==> config.mk <==
export PLATFORM = sky130hd
export DESIGN_NAME = ifu_prefetch_flat
export DESIGN_NICKNAME = d
export VERILOG_FILES = /design/src/rtl/ifu_pkg.sv /design/src/rtl/ifu_prefetch_if.sv /design/src/rtl/fetch_fifo.sv /design/src/rtl/ifu_prefetch.sv /design/src/flat_wrapper.sv
export SDC_FILE = /design/constraint.sdc
export NUM_CORES = 1
export LEC_CHECK = 0
export CAP_MARGIN = 20
export CORE_MARGIN = 1.5
export CORE_UTILIZATION = 35
export DETAILED_ROUTE_END_ITERATION = 10
export SLEW_MARGIN = 10
export SYNTH_ARGS = -nofsm -noshare
export SYNTH_HDL_FRONTEND = slang
export SYNTH_HIERARCHICAL = 1
export SYNTH_SLANG_ARGS = --single-unit
==> constraint.sdc <==
create_clock -name clk -period 8.5 [get_ports clk]
set_input_delay 1.275 -clock clk [delete_from_list [all_inputs] [get_ports clk]]
set_output_delay 1.275 -clock clk [all_outputs]
set_load 0.01 [all_outputs]
==> src/rtl/ifu_pkg.sv <==
// Shared FSM encoding and AXI response constants for the instruction prefetch unit.
package ifu_pkg;
  typedef enum logic [1:0] {
    S_IDLE = 2'd0,
    S_AR   = 2'd1,
    S_R    = 2'd2,
    S_DROP = 2'd3
  } ifu_state_t;

  localparam logic [1:0] AXI_RESP_OKAY = 2'b00;
endpackage

==> src/rtl/ifu_prefetch_if.sv <==
// Prefetch unit bus: redirect input, decode-side head output, AXI4-lite read channels.
interface ifu_prefetch_if #(
  parameter int ADDR_W = 32,
  parameter int INST_W = 32
) ();
  logic                     redirect_valid;
  logic [ADDR_W-1:0]        redirect_pc;
  logic                     ifu_valid;
  logic [INST_W+ADDR_W:0]   ifu_data;
  logic                     idu_ready;
  logic [ADDR_W-1:0]        ARADDR;
  logic                     ARVALID;
  logic                     ARREADY;
  logic [INST_W-1:0]        RDATA;
  logic [1:0]               RRESP;
  logic                     RVALID;
  logic                     RREADY;

  modport master (
    input  redirect_valid, redirect_pc, idu_ready, ARREADY, RDATA, RRESP, RVALID,
    output ifu_valid, ifu_data, ARADDR, ARVALID, RREADY
  );

  modport slave (
    output redirect_valid, redirect_pc, idu_ready, ARREADY, RDATA, RRESP, RVALID,
    input  ifu_valid, ifu_data, ARADDR, ARVALID, RREADY
  );
endinterface

==> src/rtl/fetch_fifo.sv <==
// Power-of-two FIFO holding fetched {fault, inst, pc} entries; flush beats push and pop.
// Head is shown combinationally and reads as zero while empty.
module fetch_fifo #(
  parameter int WIDTH = 65,
  parameter int DEPTH = 4
) (
  input  logic                   clk,
  input  logic                   rst,
  input  logic                   push,
  input  logic [WIDTH-1:0]       push_data,
  input  logic                   pop,
  output logic [WIDTH-1:0]       pop_data,
  input  logic                   flush,
  output logic                   full,
  output logic                   empty,
  output logic [$clog2(DEPTH):0] count
);
  localparam int AW = $clog2(DEPTH);
  localparam logic [AW:0] CNT_FULL = (AW+1)'(DEPTH);

  logic [WIDTH-1:0] mem [DEPTH];
  logic [AW-1:0]    wr_ptr;
  logic [AW-1:0]    rd_ptr;
  logic             do_push;
  logic             do_pop;

  assign full     = (count == CNT_FULL);
  assign empty    = (count == '0);
  assign do_push  = push && !full && !flush;
  assign do_pop   = pop && !empty && !flush;
  assign pop_data = empty ? '0 : mem[rd_ptr];

  always_ff @(posedge clk or negedge rst) begin
    if (!rst) begin
      wr_ptr <= '0;
      rd_ptr <= '0;
      count  <= '0;
    end else if (flush) begin
      wr_ptr <= '0;
      rd_ptr <= '0;
      count  <= '0;
    end else begin
      if (do_push) wr_ptr <= wr_ptr + 1'b1;
      if (do_pop)  rd_ptr <= rd_ptr + 1'b1;
      count <= count + {{AW{1'b0}}, do_push} - {{AW{1'b0}}, do_pop};
    end
  end

  always_ff @(posedge clk) begin
    if (do_push) mem[wr_ptr] <= push_data;
  end
endmodule

==> src/rtl/ifu_prefetch.sv <==
// Sequential instruction prefetcher: one outstanding AXI4-lite read, responses queued for decode.
// Redirect flushes the queue at once; an in-flight read is completed on the bus and its beat dropped.
module ifu_prefetch #(
  parameter int                ADDR_W   = 32,
  parameter int                INST_W   = 32,
  parameter int                DEPTH    = 4,
  parameter logic [ADDR_W-1:0] RESET_PC = ADDR_W'(32'h8000_0000)
) (
  input logic            clk,
  input logic            rst,
  ifu_prefetch_if.master bus
);
  import ifu_pkg::*;

  localparam int                EW        = INST_W + ADDR_W + 1;
  localparam int                CW        = $clog2(DEPTH) + 1;
  localparam logic [CW-1:0]     CNT_DEPTH = CW'(DEPTH);
  localparam logic [ADDR_W-1:0] PC_STEP   = ADDR_W'(INST_W / 8);

  ifu_state_t        state;
  ifu_state_t        state_nxt;
  logic [ADDR_W-1:0] fetch_pc;
  logic [ADDR_W-1:0] req_pc;
  logic              pending;
  logic [CW-1:0]     count;
  logic              full;
  logic              empty;
  logic              push;
  logic              pop;
  logic              redirect;
  logic              fault;
  logic [EW-1:0]     head;

  assign redirect      = bus.redirect_valid;
  assign fault         = (bus.RRESP != AXI_RESP_OKAY);
  assign push          = (state == S_R) && bus.RVALID && !redirect && !full;
  assign pop           = bus.ifu_valid && bus.idu_ready;

  assign bus.ARVALID   = (state == S_AR);
  assign bus.RREADY    = (state == S_R) || (state == S_DROP);
  // While the address is offered it must not move, even if fetch_pc was redirected.
  assign bus.ARADDR    = (state == S_AR) ? req_pc : fetch_pc;
  assign bus.ifu_valid = !empty;
  assign bus.ifu_data  = head;

  always_comb begin
    state_nxt = state;
    case (state)
      S_IDLE: if (count < CNT_DEPTH && !redirect) state_nxt = S_AR;
      S_AR:   if (bus.ARREADY) state_nxt = (pending || redirect) ? S_DROP : S_R;
      S_R: begin
        if (bus.RVALID)    state_nxt = S_IDLE;
        else if (redirect) state_nxt = S_DROP;
      end
      S_DROP: if (bus.RVALID) state_nxt = S_IDLE;
      default: state_nxt = S_IDLE;
    endcase
  end

  always_ff @(posedge clk or negedge rst) begin
    if (!rst) begin
      state    <= S_IDLE;
      fetch_pc <= RESET_PC;
      req_pc   <= RESET_PC;
      pending  <= 1'b0;
    end else begin
      state <= state_nxt;
      if (redirect)  fetch_pc <= bus.redirect_pc;
      else if (push) fetch_pc <= fetch_pc + PC_STEP;
      if (state == S_IDLE && state_nxt == S_AR) req_pc <= fetch_pc;
      pending <= (state == S_AR) && !bus.ARREADY && (pending || redirect);
    end
  end

  fetch_fifo #(
    .WIDTH (EW),
    .DEPTH (DEPTH)
  ) u_fifo (
    .clk       (clk),
    .rst       (rst),
    .push      (push),
    .push_data ({fault, bus.RDATA, req_pc}),
    .pop       (pop),
    .pop_data  (head),
    .flush     (redirect),
    .full      (full),
    .empty     (empty),
    .count     (count)
  );
endmodule

==> src/flat_wrapper.sv <==
// flat-port wrapper written by rule: the top's interface ports become plain ports
module ifu_prefetch_flat import ifu_pkg::*;
#(
  parameter int                ADDR_W   = 32,
  parameter int                INST_W   = 32,
  parameter int                DEPTH    = 4,
  parameter logic [ADDR_W-1:0] RESET_PC = ADDR_W'(32'h8000_0000)
)
  (clk, rst, bus_redirect_valid, bus_redirect_pc, bus_idu_ready, bus_ARREADY, bus_RDATA, bus_RRESP, bus_RVALID, bus_ifu_valid, bus_ifu_data, bus_ARADDR, bus_ARVALID, bus_RREADY);
  ifu_prefetch_if #(.ADDR_W(ADDR_W), .INST_W(INST_W)) bus_i ();
  input logic clk;
  input logic rst;
  input wire logic [$bits(bus_i.redirect_valid)-1:0] bus_redirect_valid;
  input wire logic [$bits(bus_i.redirect_pc)-1:0] bus_redirect_pc;
  input wire logic [$bits(bus_i.idu_ready)-1:0] bus_idu_ready;
  input wire logic [$bits(bus_i.ARREADY)-1:0] bus_ARREADY;
  input wire logic [$bits(bus_i.RDATA)-1:0] bus_RDATA;
  input wire logic [$bits(bus_i.RRESP)-1:0] bus_RRESP;
  input wire logic [$bits(bus_i.RVALID)-1:0] bus_RVALID;
  output wire logic [$bits(bus_i.ifu_valid)-1:0] bus_ifu_valid;
  output wire logic [$bits(bus_i.ifu_data)-1:0] bus_ifu_data;
  output wire logic [$bits(bus_i.ARADDR)-1:0] bus_ARADDR;
  output wire logic [$bits(bus_i.ARVALID)-1:0] bus_ARVALID;
  output wire logic [$bits(bus_i.RREADY)-1:0] bus_RREADY;
  assign bus_i.redirect_valid = bus_redirect_valid;
  assign bus_i.redirect_pc = bus_redirect_pc;
  assign bus_i.idu_ready = bus_idu_ready;
  assign bus_i.ARREADY = bus_ARREADY;
  assign bus_i.RDATA = bus_RDATA;
  assign bus_i.RRESP = bus_RRESP;
  assign bus_i.RVALID = bus_RVALID;
  assign bus_ifu_valid = bus_i.ifu_valid;
  assign bus_ifu_data = bus_i.ifu_data;
  assign bus_ARADDR = bus_i.ARADDR;
  assign bus_ARVALID = bus_i.ARVALID;
  assign bus_RREADY = bus_i.RREADY;
  ifu_prefetch #(.ADDR_W(ADDR_W), .INST_W(INST_W), .DEPTH(DEPTH), .RESET_PC(RESET_PC)) u_core (.clk(clk), .rst(rst), .bus(bus_i));
endmodule
==> results of run 1 <==
## layout make-up
class | instances | area share
Inverter | 11 | 0.00238
Clock buffer | 50 | 0.0604
Clock inverter | 16 | 0.00997
Multi-Input combinational cell | 407 | 0.230
Tap cell | 518 | 0.0374
Timing Repair Buffer | 178 | 0.102
Sequential cell | 334 | 0.558
## routing by layer
metal / up-vias / GRT usage / share of wire
li1: 3467 / - / -
met1: 3889 / 0.224 / 0.47
met2: 212 / 0.241 / 0.47
met3: 42 / 0.0247 / 0.049
met4: 0 / 0.0362 / 0.015
met5: - / 0 / 0
## logic make-up (layout without fill, tap and decap cells)
kind of cell / Yosys count / count (layout) / share of synthesized area
xor+xnor: 3 / 3 / 0.00190
simple gates: 207 / 207 / 0.0839
fa+ha+maj: 8 / 8 / 0.00776
mux: 134 / 134 / 0.161
flops: 334 / 334 / 0.697
compound gates: 55 / 55 / 0.0298
buf+inv: 54 / 255 / 0.0182
## sequential cells by signal, summed over array words and instances, names as in the netlist
name	cells
u_core/fetch_pc	32
u_core/u_fifo/mem	260
u_core/req_pc	32
u_core/pending	1
u_core/u_fifo/wr_ptr	2
u_core/state	2
u_core/u_fifo/rd_ptr	2
u_core/u_fifo/count	3
## how the worst max path moves through the flow
stage	start	endpoint	slack, ps	cells after the start
2_1_floorplan	bus_RVALID	u_core/u_fifo/mem[0][0]	4140	7
3_3_place_gp	bus_RVALID	u_core/u_fifo/count[2]	3640	15
3_5_place_dp	bus_RVALID	u_core/u_fifo/count[2]	3560	15
4_1_cts	u_core/u_fifo/rd_ptr[0]	bus_ifu_data[14]	3580	4
5_1_grt	u_core/u_fifo/rd_ptr[0]	bus_ifu_data[14]	3470	4
6_report	u_core/u_fifo/rd_ptr[0]	bus_ifu_data[14]	3740	4
## stage by stage
step                      total power, mW  utilization  cells
after detailed placement             2.87        0.414   1447
after floorplan                      2.47            -    795
after CTS                            4.48        0.446   1513
after global routing                 4.60        0.446   1514
after global placement               2.86        0.414   1447
final                                4.41        0.446   1514
## Yosys cell counts (all sizes together)
cell type / n
ha: 7
o211ai: 18
nor2: 17
a32oi: 1
and2: 5
nand4: 13
inv: 11
mux2i: 4
edfxtp: 260
a21oi: 3
or3: 11
nor3: 6
buf: 19
nor3b: 2
o31ai: 1
nand2: 47
nand2b: 2
a31oi: 1
a21boi: 1
a31o: 2
o311ai: 13
nor2b: 68
nor4: 5
o21bai: 1
and4: 2
fa: 1
and3: 2
a22o: 1
dfstp: 2
or2: 4
xnor2: 1
xor2: 2
mux2: 65
nand3b: 1
or4: 2
o21ai: 13
mux4: 65
dfrtp: 72
clkbuf: 24
nand3: 20
## power breakdown
group	internal, mW	total [mW]	switching (mW)
Clock	0.982	1.59	0.604
Combinational	0.390	0.685	0.295
Sequential	1.97	2.14	0.177
Total	3.34	4.41	1.08
## cells in the final DEF (no fill, tap or decap), types with 5 or more instances in the layout
cell and instances:
buf_4 7, or3_1 10, mux4_2 65, clkbuf_16 39, nor2b_1 67, edfxtp_1 260
nand3_1 19, nand4_1 12, inv_1 10, o311ai_0 13, o211ai_1 14, clkbuf_1 8
nor2_1 17, ha_1 7, mux2_2 65, clkinv_1 9, clkdlybuf4s50_1 169, dfrtp_1 70
nand2_1 47, nor3_1 5, o21ai_0 13
## tightest hold or removal path: cells and delay by family, from the launching register on
kind / cells / cell delay [ps]
AO/OA/AOI/OAI: 1 / 60
AND/OR/NAND/NOR: 1 / 70
flip-flops: 1 / 380
==> flow_summary_export.csv, run 1 <==
group,metric,value,unit
final_layout,final.fill_count,3403,
synthesis,ys_warn_count,6,
timing,maxSlewViolCount,0,
synthesis,syn_area,13900,um2
final_layout,antenna_cells,0,
hold_path,min_from,"u_core/fetch_pc[31]",
synthesis,netlist.top_cell.by_area,"edfxtp_1",
timing,fin_crit_sh,0.560,
worst_setup_path,r2r_cells,15,
timing,rsz0062_at_grt,"false",
synthesis,synth_area_leaders,"edfxtp_1, dfrtp_1, mux4_2, mux2_2, nor2b_1",
route,firstDrtPassIters,5,
worst_setup_path,arrival,3480,ps
power_and_ir_drop,power.density,255,nW/um2
worst_setup_path,critical_path_class,"reg2out",
hold_path,hold_path.class,"reg2reg",
final_layout,multiInputGateArea,3980,um2
grt,grtUsageTotal,0.154,
grt,grt_max_degree,70,
clocking,cts.sinks,334,
worst_setup_path,timing.critical_path.buf_inv,2,
timing,maxSlewHeadroom,0.268,
die,num_io_pins,172,
clocking,cts_resized,0,
worst_setup_path,start_kind,"flip-flop",
run,max-cap-violations,0,
die,die_height,202,um
power_and_ir_drop,vdd_drop_max,0.000166,V
final_layout,final_nets,1049,
final_layout,design_area,17300,um2
worst_setup_path,cpMaxStageDelayCell,"dfrtp_4",
clocking,cts.clk_slew.worst_paths,60,ps
synthesis,synth.yosys.seq_area_share,0.697,
worst_setup_path,worst-path-max-fanout,35,
timing,setup_ws,3740,ps
grt,grt-ovfl-total,0,
route,vias_per_cell,5.03,
final_layout,layout.area.seq,9670,um2
die,num_rows,72,
clocking,cts.path.max_buffers,3,
route,drt-wirelength-per-cell,20.6,um
placed_design,place_hpwl,19.0,mm
clocking,numCtsBuffers,37,
route,drc,0,
final_layout,syn_to_final_growth,25.0,%
die,start_util,0.357,
placed_design,postPlaceCellArea,16100,um2
synthesis,ys_types,54,
power_and_ir_drop,cellLeakagePower,5.68,nW
clocking,cts_hold_buf,0,
grt,antenna_found_initial,0,
timing,finalClockSkew,10.7,ps
timing,period_needed,4760,ps
outcome,status,"finished clean",
clocking,htreeDepth,2,
die,dieArea,40800,um2
worst_setup_path,reg2reg_from,"u_core/u_fifo/count[2]",
timing,tns,0,ps
timing,setup_viol,0,
worst_setup_path,cp.required,7220,ps
placed_design,place_congestion,0.797,
worst_setup_path,reg2reg_to,"u_core/u_fifo/count[2]",
clocking,clk_latency,500,ps
worst_setup_path,path_cells,"buf_4, mux4_2, nor2b_1, clkdlybuf4s50_1",
synthesis,netlist_instances,795,
route,initialDrtViolationCount,444,
placed_design,pre_cts_slack,3560,ps
die,core,38800,um2
route,vias,7610,
die,die_x,202,um
worst_setup_path,cp_top_family,"buffers and inverters",
timing,clock.fmax,210,MHz
worst_setup_path,worst_path_largest_cell_delay,890,ps
worst_setup_path,r2r_slack,4580,ps
synthesis,yosysTopAreaCellShare,0.563,
final_layout,drive_gt1_frac,0.216,
grt,grt_pass1_vias,7851,
clocking,root_buffer,"clkbuf_16",
clocking,cts_setup_buffers,0,
worst_setup_path,cp-end-kind,"output pin",
route,ant_nets,0,
timing,holdWs,517,ps
synthesis,syn_nets,875,
synthesis,avgSynthCellArea,17.4,um2
placed_design,port-buffer-count,171,
synthesis,ys_ff_latch,334,
route,wl,31.2,mm
hold_path,hold_path_depth,2,
timing,tightest_slew,1100,ps
timing,final_hold_viol_count,0,
clocking,cts_tree,"done",
grt,grt_pass1_wl,47.9,mm
hold_path,min_to,"u_core/fetch_pc[31]",
No activity file was read; power rests on OpenSTA's default activity.
==> inputs of run 2 (changes only) <==
Clock period 8.5 ns to 4.83 ns, I/O delays scaled along.
==> flow_summary_export.csv, run 2 (same netlist as run 1, synthesis figures left out) <==
group,metric,value,unit
die,num_rows,72,
run,max-cap-violations,0,
final_layout,final_common_cell,"edfxtp_1",
power_and_ir_drop,vdd_drop_max,0.000234,V
final_layout,design_area,17400,um2
placed_design,place_hpwl,21.1,mm
final_layout,largest_register_ffs,260,
die,dieArea,40800,um2
clocking,cts_resized,0,
final_layout,final_nets,1063,
timing,tns,0,ps
grt,grt_pass1_wl,50.1,mm
power_and_ir_drop,netSwitchingFraction,0.248,
clocking,htreeDepth,2,
route,vias_per_cell,5.05,
clocking,clk_latency,510,ps
timing,setup_ws,1050,ps
timing,tightest_slew,1080,ps
grt,antenna_found_initial,0,
power_and_ir_drop,cellLeakagePower,5.75,nW
timing,holdWs,258,ps
timing,period_needed,3780,ps
timing,final_hold_viol_count,0,
die,core,38800,um2
timing,setup_viol,0,
final_layout,syn_to_final_growth,25.7,%
route,vias,7710,
clocking,cts_tree,"done",
hold_path,hold_path.class,"in2async",
grt,grtUsageTotal,0.161,
timing,rsz0062_at_grt,"false",
final_layout,top_regs,"u_core/u_fifo/mem (260), u_core/fetch_pc (32), u_core/req_pc (32)",
worst_setup_path,r2r_slack,1220,ps
timing,fin_crit_sh,0.783,
clocking,cts.path.max_buffers,3,
worst_setup_path,arrival,3060,ps
timing,maxSlewHeadroom,0.273,
power_and_ir_drop,p_total,7.85,mW
final_layout,largest_register,"u_core/u_fifo/mem",
timing,maxSlewViolCount,0,
die,start_util,0.357,
placed_design,port-buffer-count,171,
worst_setup_path,reg2reg_to,"u_core/u_fifo/count[2]",
timing,finalClockSkew,10.7,ps
final_layout,drive_gt1_frac,0.228,
final_layout,final_cells,1527,
final_layout,final.fill_count,3430,
power_and_ir_drop,p_clk_frac,0.361,
worst_setup_path,start_kind,"flip-flop",
placed_design,postPlaceCellArea,16200,um2
power_and_ir_drop,pwr-share-seq,0.483,
final_layout,mostFrequentLayoutCells,"edfxtp_1, clkdlybuf4s50_1, dfrtp_1",
worst_setup_path,r2r_cells,15,
placed_design,place_congestion,0.812,
power_and_ir_drop,p_sw,1.94,mW
clocking,cts.sinks,334,
placed_design,pre_cts_slack,774,ps
grt,grt_max_degree,68,
final_layout,antenna_cells,0,
route,drt-wirelength-per-cell,21.2,um
clocking,cts_hold_buf,0,
clocking,numCtsBuffers,37,
route,wl,32.4,mm
placed_design,dp.cells,1462,
clocking,cts.clk_slew.worst_paths,60,ps
worst_setup_path,critical_path_class,"reg2out",
route,ant_nets,0,
worst_setup_path,cp-end-kind,"output pin",
grt,grt_pass1_vias,7994,
worst_setup_path,reg2reg_from,"u_core/u_fifo/count[2]",
die,die_height,202,um
final_layout,post-route-util,0.449,
power_and_ir_drop,comb_power_share,0.156,
clocking,root_buffer,"clkbuf_16",
grt,grt-ovfl-total,0,
timing,clock.fmax,264,MHz
die,die_x,202,um
worst_setup_path,cp.required,4110,ps
route,firstDrtPassIters,5,
route,initialDrtViolationCount,417,
worst_setup_path,worst-path-max-fanout,43,
outcome,status,"finished clean",
power_and_ir_drop,intPower,5.91,mW
route,drc,0,
power_and_ir_drop,power.density,450,nW/um2
clocking,cts_setup_buffers,0,
die,num_io_pins,172,
## run 2: worst max-delay path: stages (launching register included)
cell and delay, ps:
dfrtp_4 770, buf_12 370, mux4_2 590, nor2b_1 170, clkdlybuf4s50_1 570
## run 2: final cells by class
type | instances | area, um2 | share of cell area
Multi-Input combinational cell | 407 | 3980 | 0.228
Tap cell | 518 | 648 | 0.0372
Timing Repair Buffer | 192 | 1870 | 0.108
Sequential cell | 334 | 9670 | 0.555
Clock buffer | 50 | 985 | 0.0565
Inverter | 11 | 41.3 | 0.00237
Clock inverter | 15 | 231 | 0.0133
## run 2: power by group through the flow
stage / Clock, mW / Sequential (mW) / Combinational (mW)
3_5_place_dp: 0 / 3.85 / 1.24
4_1_cts: 2.91 / 3.79 / 1.25
5_1_grt: 3.02 / 3.83 / 1.32
6_report: 2.84 / 3.79 / 1.22
2_1_floorplan: 0 / 3.68 / 0.666
3_3_place_gp: 0 / 3.82 / 1.24
## run 2: worst max-delay path by stage
stage | cells past startpoint | startpoint | to
finish | 4 | u_core/u_fifo/rd_ptr[0] | bus_ifu_data[29]
CTS | 4 | u_core/u_fifo/rd_ptr[0] | bus_ifu_data[29]
detailed placement | 15 | bus_RVALID | u_core/u_fifo/count[2]
floorplan | 7 | bus_RVALID | u_core/u_fifo/mem[0][0]
global route | 4 | u_core/u_fifo/rd_ptr[0] | bus_ifu_data[16]
global placement | 15 | bus_RVALID | u_core/u_fifo/count[2]
## run 2: per-layer routing
metal / share of wire / GRT usage / vias to the layer above
li1: - / - / 3490
met1: 0.48 / 0.241 / 3964
met2: 0.45 / 0.245 / 212
met3: 0.052 / 0.0318 / 44
met4: 0.014 / 0.0320 / 0
met5: 0 / 0 / -
==> inputs of run 3 (changes only) <==
Clock period 4.83 ns to 3.5 ns, I/O delays scaled along.
==> flow_summary_export.csv, run 3 (same netlist as run 1, synthesis figures left out) <==
group,metric,value,unit
outcome,status,"finished clean",
power_and_ir_drop,intPower,7.82,mW
hold_path,hold_path.class,"in2async",
clocking,cts_hold_buf,0,
power_and_ir_drop,p_clk_frac,0.338,
timing,period_needed,3290,ps
die,core,38800,um2
clocking,cts_resized,0,
worst_setup_path,worst-path-max-fanout,22,
clocking,cts_setup_buffers,0,
route,vias,7786,
die,dieArea,40800,um2
worst_setup_path,cp_top_family,"buffers and inverters",
route,drt-wirelength-per-cell,21.1,um
timing,maxSlewHeadroom,0.461,
final_layout,final_nets,1065,
clocking,htreeDepth,2,
clocking,cts.clk_slew.worst_paths,60,ps
run,max-cap-violations,0,
route,initialDrtViolationCount,502,
final_layout,largest_register_ffs,260,
worst_setup_path,cp.required,2970,ps
worst_setup_path,path_cells,"buf_12, mux4_2, nor2b_1, clkdlybuf4s50_1",
worst_setup_path,start_kind,"flip-flop",
timing,maxSlewViolCount,0,
power_and_ir_drop,cellLeakagePower,5.73,nW
worst_setup_path,worst_path_largest_cell_delay,710,ps
final_layout,antenna_cells,0,
placed_design,place_congestion,0.787,
final_layout,top_regs,"u_core/u_fifo/mem (260), u_core/fetch_pc (32), u_core/req_pc (32)",
die,num_rows,72,
power_and_ir_drop,p_sw,2.64,mW
power_and_ir_drop,pwr-share-seq,0.498,
final_layout,largest_register,"u_core/u_fifo/mem",
die,start_util,0.357,
timing,fin_crit_sh,0.941,
timing,final_hold_viol_count,0,
timing,tns,0,ps
route,wl,32.2,mm
grt,grt_pass1_vias,8044,
timing,finalClockSkew,11.4,ps
power_and_ir_drop,power.density,599,nW/um2
final_layout,syn_to_final_growth,26.1,%
power_and_ir_drop,netSwitchingFraction,0.252,
route,drc,0,
power_and_ir_drop,comb_power_share,0.164,
final_layout,final_common_cell,"edfxtp_1",
final_layout,mostFrequentLayoutCells,"edfxtp_1, clkdlybuf4s50_1, dfrtp_1",
clocking,clk_latency,510,ps
die,num_io_pins,172,
grt,grt_pass1_wl,50.0,mm
grt,grt_max_degree,56,
grt,grtUsageTotal,0.160,
grt,grt-ovfl-total,0,
final_layout,post-route-util,0.450,
route,firstDrtPassIters,5,
timing,setup_ws,208,ps
worst_setup_path,critical_path_class,"reg2out",
clocking,numCtsBuffers,37,
worst_setup_path,cpMaxStageDelayCell,"dfrtp_4",
final_layout,drive_gt1_frac,0.227,
timing,rsz0062_at_grt,"false",
die,die_height,202,um
timing,tightest_slew,808,ps
placed_design,pre_cts_slack,121,ps
power_and_ir_drop,vdd_drop_max,0.000303,V
timing,clock.fmax,304,MHz
grt,antenna_found_initial,0,
timing,setup_viol,0,
clocking,cts_tree,"done",
placed_design,port-buffer-count,171,
worst_setup_path,timing.critical_path.buf_inv,2,
route,vias_per_cell,5.10,
placed_design,place_hpwl,21.0,mm
clocking,cts.path.max_buffers,3,
clocking,cts.sinks,334,
worst_setup_path,cp-end-kind,"output pin",
clocking,root_buffer,"clkbuf_16",
route,ant_nets,0,
worst_setup_path,arrival,2770,ps
die,die_x,202,um
run 3: changes by cell type in the layout (fill, tap and decap cells not counted), sizes merged:
| cell | delta |
|---|---|
| clkbuf | -3 |
| buf | +2 |
| inv | -2 |
| bufinv | -5 |
| clkinvlp | +2 |
| clkinv | +6 |
run 3: power groups by stage:
stage                     Clock (mW)  Sequential, mW  Combinational [mW]
after floorplan                    0            5.08               0.920
after global placement             0            5.26                1.74
after detailed placement           0            5.28                1.73
after CTS                       3.63            5.20                1.75
after global routing            3.78            5.27                1.84
final                           3.54            5.21                1.72
run 3: worst register-to-register path: stages, from the launching register on:
cell	delay (ps)
dfrtp_1	470
nor3b_2	220
nand3b_1	190
or3_1	360
inv_2	70
inv_1	60
nor3_1	270
inv_1	80
ha_1	290
inv_1	50
ha_1	130
inv_1	50
fa_1	370
xor2_1	160
and2_1	170
nor3_1	120
run 3: layout make-up:
cell class / instances / area [um2]
clock buffers: 47 / 993
clock inverters: 16 / 101
fillers: 3412 / 21400
inverters: 11 / 41.3
multi-input cells: 407 / 3980
flip-flops and latches: 334 / 9670
well taps: 518 / 648
repair buffers: 194 / 2040
run 3: path summary, 6_finish.rpt:
| check | start | end | slack (ps) | depth (start not counted) |
|---|---|---|---|---|
| setup / recovery | u_core/u_fifo/rd_ptr[0] | bus_ifu_data[16] | 210 | 4 |
| hold / removal | rst | u_core/req_pc[29] | 80 | 1 |
| setup reg to reg | u_core/u_fifo/count[2] | u_core/u_fifo/count[2] | 370 | 15 |
| hold reg to reg | u_core/fetch_pc[0] | u_core/req_pc[0] | 530 | 1 |
| max in group asynchronous | rst | u_core/req_pc[17] | 2650 | 2 |
| min in group clk | bus_redirect_valid | u_core/fetch_pc[1] | 400 | 2 |
run 3: layer usage:
| metal | track usage | wire [um] |
|---|---|---|
| met4 | 0.0378 | 575 |
| met1 | 0.235 | 15100 |
| met5 | 0 | 0 |
| met3 | 0.0298 | 1760 |
| met2 | 0.248 | 14800 |
run 3: metrics by stage:
stage               area, um2  hold slack, ps  std cells  power (mW)
floorplan               13900             229        795        5.99
global placement        16400             503       1464        6.99
detailed placement      16400             521       1464        7.02
CTS                     17500             103       1527        10.6
global route            17500             125       1527        10.9
finish                  17500            77.6       1527        10.5
